### src/rtl/cve2_sleep_ctrl_pkg.sv
// Shared types for the sleep/wake controller: FSM state encoding and stats width.
package cve2_sleep_ctrl_pkg;

  typedef enum logic [1:0] {
    ACTIVE    = 2'd0,
    IDLE_HOLD = 2'd1,
    SLEEP     = 2'd2
  } sleep_state_e;

  localparam int unsigned SLEEP_STATS_W = 32;

  // Idle-hold counter width; never below one bit so the zero-hold build still elaborates.
  function automatic int unsigned hold_cnt_w(input int unsigned hold_cycles);
    int unsigned w;
    w = 0;
    while ((1 << w) < (hold_cycles + 1)) w++;
    return (w < 1) ? 1 : w;
  endfunction

endpackage

### src/rtl/cve2_clock_gate.sv
// Latch-based clock gate: enable captured while clk_i is low, scan enable forces the clock on.
module cve2_clock_gate (
  input  logic clk_i,
  input  logic en_i,
  input  logic scan_cg_en_i,
  output logic clk_o
);

  logic en_latch;

  always_latch begin
    if (!clk_i) begin
      en_latch <= en_i | scan_cg_en_i;
    end
  end

  assign clk_o = en_latch & clk_i;

endmodule

### src/rtl/cve2_wake_sync.sv
// Two-flop vector synchroniser for asynchronous wake levels, async active-low reset.
module cve2_wake_sync #(
  parameter int unsigned Width = 1
) (
  input  logic             clk_i,
  input  logic             rst_ni,
  input  logic [Width-1:0] d_i,
  output logic [Width-1:0] q_o
);

  logic [Width-1:0] sync_p0;
  logic [Width-1:0] sync_p1;

  always_ff @(posedge clk_i or negedge rst_ni) begin
    if (!rst_ni) begin
      sync_p0 <= '0;
      sync_p1 <= '0;
    end else begin
      sync_p0 <= d_i;
      sync_p1 <= sync_p0;
    end
  end

  assign q_o = sync_p1;

endmodule

### src/rtl/cve2_sleep_ctrl.sv
// Sleep/wake controller with idle hysteresis, maskable wake sources and wake-cause capture.
// Optional gated-cycle statistics counter enabled by defining CVE2_SLEEP_STATS_EN.
module cve2_sleep_ctrl
  import cve2_sleep_ctrl_pkg::*;
#(
  parameter int unsigned NumWakeSrc     = 4,
  parameter int unsigned IdleHoldCycles = 2,
  parameter bit          WakeSync       = 1'b1
) (
  input  logic                     clk_i,
  input  logic                     rst_ni,
  input  logic                     test_en_i,
  input  logic                     core_busy_i,
  input  logic [NumWakeSrc-1:0]    wake_i,
  input  logic [NumWakeSrc-1:0]    wake_mask_i,
  input  logic                     irq_nm_i,
  input  logic                     debug_req_i,
  output logic                     clk_o,
  output logic                     clk_en_o,
  output logic                     core_sleep_o,
  output logic [1:0]               sleep_state_o,
  output logic [NumWakeSrc+1:0]    wake_cause_o,
  output logic [SLEEP_STATS_W-1:0] sleep_cycles_o
);

  localparam int unsigned CntW = hold_cnt_w(IdleHoldCycles);
  localparam logic [CntW-1:0] HoldLoad =
    CntW'((IdleHoldCycles > 0) ? IdleHoldCycles - 1 : 0);

  logic [NumWakeSrc-1:0] wake_s;
  logic [NumWakeSrc-1:0] wake_masked;
  logic                  wake_any;

  sleep_state_e          state_q, state_d;
  logic [CntW-1:0]       cnt_q, cnt_d;
  logic [NumWakeSrc+1:0] cause_q, cause_d;

  // nmi and debug bypass the synchroniser so they never pay its latency
  if (WakeSync) begin : g_sync
    cve2_wake_sync #(
      .Width (NumWakeSrc)
    ) u_wake_sync (
      .clk_i  (clk_i),
      .rst_ni (rst_ni),
      .d_i    (wake_i),
      .q_o    (wake_s)
    );
  end else begin : g_nosync
    assign wake_s = wake_i;
  end

  assign wake_masked = wake_s & wake_mask_i;
  assign wake_any    = (|wake_masked) | irq_nm_i | debug_req_i;

  always_ff @(posedge clk_i or negedge rst_ni) begin
    if (!rst_ni) begin
      state_q <= ACTIVE;
      cnt_q   <= '0;
      cause_q <= '0;
    end else begin
      state_q <= state_d;
      cnt_q   <= cnt_d;
      cause_q <= cause_d;
    end
  end

  always_comb begin
    state_d = state_q;
    cnt_d   = cnt_q;
    cause_d = cause_q;
    unique case (state_q)
      ACTIVE: begin
        if (!core_busy_i && !wake_any) begin
          if (IdleHoldCycles == 0) begin
            state_d = SLEEP;
          end else begin
            state_d = IDLE_HOLD;
            cnt_d   = HoldLoad;
          end
        end
      end
      IDLE_HOLD: begin
        // Activity beats a counter that expires in the same cycle.
        if (core_busy_i || wake_any) begin
          state_d = ACTIVE;
        end else if (cnt_q == '0) begin
          state_d = SLEEP;
        end else begin
          cnt_d = cnt_q - CntW'(1);
        end
      end
      SLEEP: begin
        if (wake_any || core_busy_i) begin
          state_d = ACTIVE;
          cause_d = {debug_req_i, irq_nm_i, wake_masked};
        end
      end
      default: state_d = ACTIVE;
    endcase
  end

  // Clock resumes combinationally with the wake, ahead of the state change.
  always_comb begin
    clk_en_o = (state_q != SLEEP) | wake_any;
  end

  assign core_sleep_o  = ~clk_en_o;
  assign sleep_state_o = state_q;
  assign wake_cause_o  = cause_q;

  cve2_clock_gate u_clock_gate (
    .clk_i        (clk_i),
    .en_i         (clk_en_o),
    .scan_cg_en_i (test_en_i),
    .clk_o        (clk_o)
  );

`ifdef CVE2_SLEEP_STATS_EN
  logic [SLEEP_STATS_W-1:0] sleep_cycles_q;

  always_ff @(posedge clk_i or negedge rst_ni) begin
    if (!rst_ni) begin
      sleep_cycles_q <= '0;
    end else if (!clk_en_o && (sleep_cycles_q != '1)) begin
      sleep_cycles_q <= sleep_cycles_q + SLEEP_STATS_W'(1);
    end
  end

  assign sleep_cycles_o = sleep_cycles_q;
`else
  assign sleep_cycles_o = '0;
`endif

endmodule
### config.mk
export PLATFORM = sky130hd
export DESIGN_NAME = cve2_sleep_ctrl
export DESIGN_NICKNAME = d
export VERILOG_FILES = /design/src/rtl/cve2_sleep_ctrl_pkg.sv /design/src/rtl/cve2_clock_gate.sv /design/src/rtl/cve2_wake_sync.sv /design/src/rtl/cve2_sleep_ctrl.sv
export SDC_FILE = /design/constraint.sdc
export NUM_CORES = 1
export LEC_CHECK = 0
export ABC_AREA = 1
export BUFFER_PORTS_ARGS = -buffer_cell sky130_fd_sc_hd__buf_2
export CORE_MARGIN = 2
export CORE_UTILIZATION = 30
export DETAILED_ROUTE_END_ITERATION = 10
export SETUP_SLACK_MARGIN = 0.4
export SYNTH_ARGS = -nofsm -noshare
export SYNTH_HDL_FRONTEND = slang
export SYNTH_SLANG_ARGS = --single-unit
### constraint.sdc
create_clock -name clk_i -period 1.4 [get_ports clk_i]
set_clock_uncertainty 0.05 [all_clocks]
set_input_delay 0.07 -clock clk_i [delete_from_list [all_inputs] [get_ports clk_i]]
set_output_delay 0.07 -clock clk_i [all_outputs]
set_load 0.05 [all_outputs]
[Yosys cells after proc, flatten, opt, wreduce, memory -nomap -nowiden]
Index checks and enable logic that the tools add are counted.
Cells by class
  equal/unequal tests: 8
  shifts and indexed selects: 0
  add/sub/neg operators: 1
  reduce and logical (&&, ||, !) cells: 11
  $lt $le $gt $ge: 0
  muxes and demuxes: 9
  divide/modulo/power cells: 0
  bitwise logic cells: 7
  multiply operators: 0
Operators by type and width (count)
  $mux W2: 6
  $ne A2 B2 Y1 const B: 5
  $pmux W2 S3: 1
  $and A4 B4 Y4: 1
  $logic_not A2 Y1: 2
  $or A1 B1 Y1: 4
  $pmux W2 S2: 1
  $reduce_and A4 Y1: 1
  $reduce_or A4 Y1: 1
  $ne A3 B3 Y1 const B: 1
  $reduce_and A3 Y1: 1
  $eq A2 B1 Y1 const B: 1
  $eq A2 B2 Y1 const B: 1
  $logic_not A1 Y1: 2
  $reduce_and A2 Y1: 1
  $reduce_bool A2 Y1: 1
  $sub A2 B1 Y2 const B: 1
  $and A1 B1 Y1: 1
  $logic_and A1 B1 Y1: 1
  $logic_or A1 B1 Y1: 1
  $mux W1: 1
  $not A1 Y1: 1
Storage, ports and cells
  RAM bits: 0
  word-level logic and storage cells: 42
  register bits: 18
  ROM bits: 0
  bits in latches: 1
  memories kept: 0

[Depth between registers and ports, before layout]
  depth after elaboration: 8
  mapped depth: 8

[Modules after synthesis]
A second synthesis with hierarchy kept.
Second synthesis, totals
  cell total of the unflattened synthesis: 116
  area, all modules: 1026.0 um^2
Modules (own cells, without submodules)
  cve2_sleep_ctrl: area an instance 792.0 um^2, times used 1, cells an instance 102
  cve2_wake_sync: area an instance 200.2 um^2, times used 1, cells an instance 8
  cve2_clock_gate: area an instance 33.8 um^2, times used 1, cells an instance 6

==> impl_metrics.py <==
metrics = {
    "setup_path": {
        "critPathLaunchType": "latch",
        "cp_data_required_time_ps": 1280,
        "r2r-end": "u_clock_gate.en_latch",
        "timing.rr.start": "g_sync.u_wake_sync.q_o[2]",
        "r2r_slack_ps": 0,
        "arrival_ps": 1870,
        "path_class": "latch2out",
        "crit_fanout": 1,
        "cp-end-kind": "output pin",
        "r2r.worst_path.cells": 5,
    },
    "grt": {
        "overflow": 0,
        "grt_pass1_vias": 688,
        "track_usage_pct": 10.1,
        "grt_max_degree": 19,
        "grt_pass1_wl_mm": 2.67,
        "grt_antenna_before_repair": 0,
    },
    "cells_and_area": {
        "diodes": 0,
        "area_growth_pct": 49.4,
        "seq_area_um2": 469,
        "final_cell_mix": "conb_1 (32), dfrtp_1 (16), buf_4 (16)",
        "drive_gt1_share_pct": 46.2,
        "final_nets": 187,
        "nFillCells": 338,
        "layout_commonest_cell": "conb_1",
        "fin_area_um2": 1510,
        "instances_no_fill": 217,
        "multi_input_area_um2": 437,
    },
    "routing": {
        "viasPerCell": 3.65,
        "dr_wl_met3_um": 182,
        "drcViolationCount": 0,
        "finalWirelength_mm": 1.80,
        "post_drt_wl_per_cell_um": 8.29,
        "drt_first_iter_violations": 4,
        "dr.pass1.iters": 4,
        "wl_met1_um": 628,
        "ant_nets": 0,
        "wl_met2_um": 971,
        "topRoutingLayerUsed": "met4",
        "route.vias.total": 792,
    },
    "hold_path": {
        "worst_hold_path.endpoint": "u_clock_gate.en_latch",
        "whs_path_depth": 2,
        "worstHoldStart": "test_en_i",
        "hold_path_class": "in2latch",
    },
    "clocking": {
        "clk_latency_ps": 400,
        "ctsHoldBuffers": 8,
        "clk_pin_slew_worst_paths_ps": 100,
        "cts_tree": "built",
    },
    "floorplan": {
        "die_h_um": 62.1,
        "ios": 57,
        "initial_core_util_pct": 30.8,
        "die_area_um2": 3850,
        "num_rows": 21,
        "coreArea_um2": 3280,
        "fp.dieW_um": 62.1,
    },
    "placed_design": {
        "io_buffer_count": 24,
        "place_inst": 189,
        "gp_congestion": 0.734,
        "dp_slack_ps": -235,
        "dpl-instance-area_um2": 1130,
        "dp_hpwl_mm": 1.24,
    },
    "logic_synthesis": {
        "yosysUniqueCellTypes": 17,
        "synth.avg_cell_area_um2": 8.88,
        "ys_ff_latch": 19,
        "netlist_instances": 114,
        "synth.cell_area_um2": 1010,
        "yosysWarnings": 0,
    },
    "pwr": {
        "power_mw": 1.66,
        "vdd_ir_drop_max_v": 0.000560,
        "power_density_nw_per_um2": 1090,
        "leakage_nw": 0.839,
    },
    "run_status": {
        "outcome": "complete, but fails checks",
        "violations": "hold timing, setup timing",
    },
    "timing": {
        "whs_ps": -81.7,
        "rsz0062_at_grt": "yes",
        "final-hold-violation-count": 2,
        "drv_slew": 0,
        "setup_viol": 4,
        "setup_ws_ps": -592,
    },
    "flow_run": {
        "cap_violations": 0,
    },
}
-- sequential cells by signal, indices dropped and copies added, names as in the netlist --
signal	cells
wake_cause_o	6
u_clock_gate.en_latch	1
sleep_state_o	2
g_sync.u_wake_sync.q_o	4
g_sync.u_wake_sync.sync_p0	4
cnt_q	2
-- power breakdown --
group	total [mW]	internal, mW	leakage [nW]	switching [mW]
Clock	0.690	0.327	0.0445	0.363
Sequential	0.583	0.567	0.234	0.0161
Combinational	0.382	0.0942	0.560	0.288
Total	1.66	0.989	0.839	0.667
-- synth_stat cells --
| library cell | number | area share [%] |
|---|---|---|
| nor2_4 | 2 | 2.2 |
| dfrtp_1 | 18 | 44 |
| nand3_1 | 9 | 4.4 |
| or2_1 | 1 | 0.62 |
| nor2_2 | 2 | 1.2 |
| nand3_4 | 1 | 1.7 |
| nand2_2 | 3 | 1.9 |
| conb_1 | 1 | 0.37 |
| nor2_1 | 3 | 1.1 |
| nand4_1 | 2 | 1.2 |
| clkinv_1 | 1 | 0.37 |
| ha_1 | 1 | 1.2 |
| inv_1 | 12 | 4.4 |
| a21oi_1 | 1 | 0.49 |
| buf_4 | 32 | 24 |
| nand2_1 | 24 | 8.9 |
| dlxtn_1 | 1 | 1.5 |
-- per-stage QoR --
| step | hold slack [ps] | util, % | TNS [ps] |
|---|---|---|---|
| floorplan | -276 | - | -581 |
| global placement | -41.8 | 34.6 | -220 |
| detailed placement | -31.0 | 34.6 | -235 |
| CTS | -90.8 | 43.8 | -992 |
| global route | -94.0 | 46.1 | -1240 |
| finish | -81.7 | 46.1 | -899 |
-- worst max-delay path by stage --
stage | start | endpoint | slack, ps
6_report | u_clock_gate.en_latch | clk_o | -590
5_1_grt | u_clock_gate.en_latch | clk_o | -700
4_1_cts | u_clock_gate.en_latch | clk_o | -630
3_5_place_dp | u_clock_gate.en_latch | clk_o | -240
3_3_place_gp | u_clock_gate.en_latch | clk_o | -220
2_1_floorplan | u_clock_gate.en_latch | clk_o | -480
-- cell type report --
class	instances	share of cell area (%)
sequential	19	31.0
multi-input combinational	81	28.9
timing repair buffer	50	28.0
clock buffer	7	4.22
tap	46	3.80
inverter	12	3.31
clock inverter	2	0.827
-- worst max-delay path, cell delays in order, from the launching register on --
cell and delay (ps):
dlxtn_2 0, dlxtn_2 250, nand2_2 70, clkinvlp_4 80, buf_8 150
-- logic make-up (layout without fill, tap and decap cells) --
family          count (synthesis)  in the layout  synth area share, %
flops                          18             18                 44.5
simple gates                   47             47                 23.4
buf+inv                        45             71                 28.6
compound gates                  1              1                0.494
latches                         1              1                 1.48
other cells                     1             32                0.370
fa+ha+maj                       1              1                 1.24
-- timing repair --
item	4_1_cts	5_1_grt
resized for setup	38	11
endpoints found under the setup margin	23	23
buffers inserted	7	6
hold endpoints to repair	29	2
pin swaps	12	11
-- layer usage --
| layer | global-route usage, % | vias up |
|---|---|---|
| met2 | 16.8 | 45 |
| met4 | 4.26 | 0 |
| met5 | 0 | - |
| met1 | 10.2 | 345 |
| li1 | - | 400 |
| met3 | 6.00 | 2 |
Note: power is estimated with default switching activity, not from simulation.
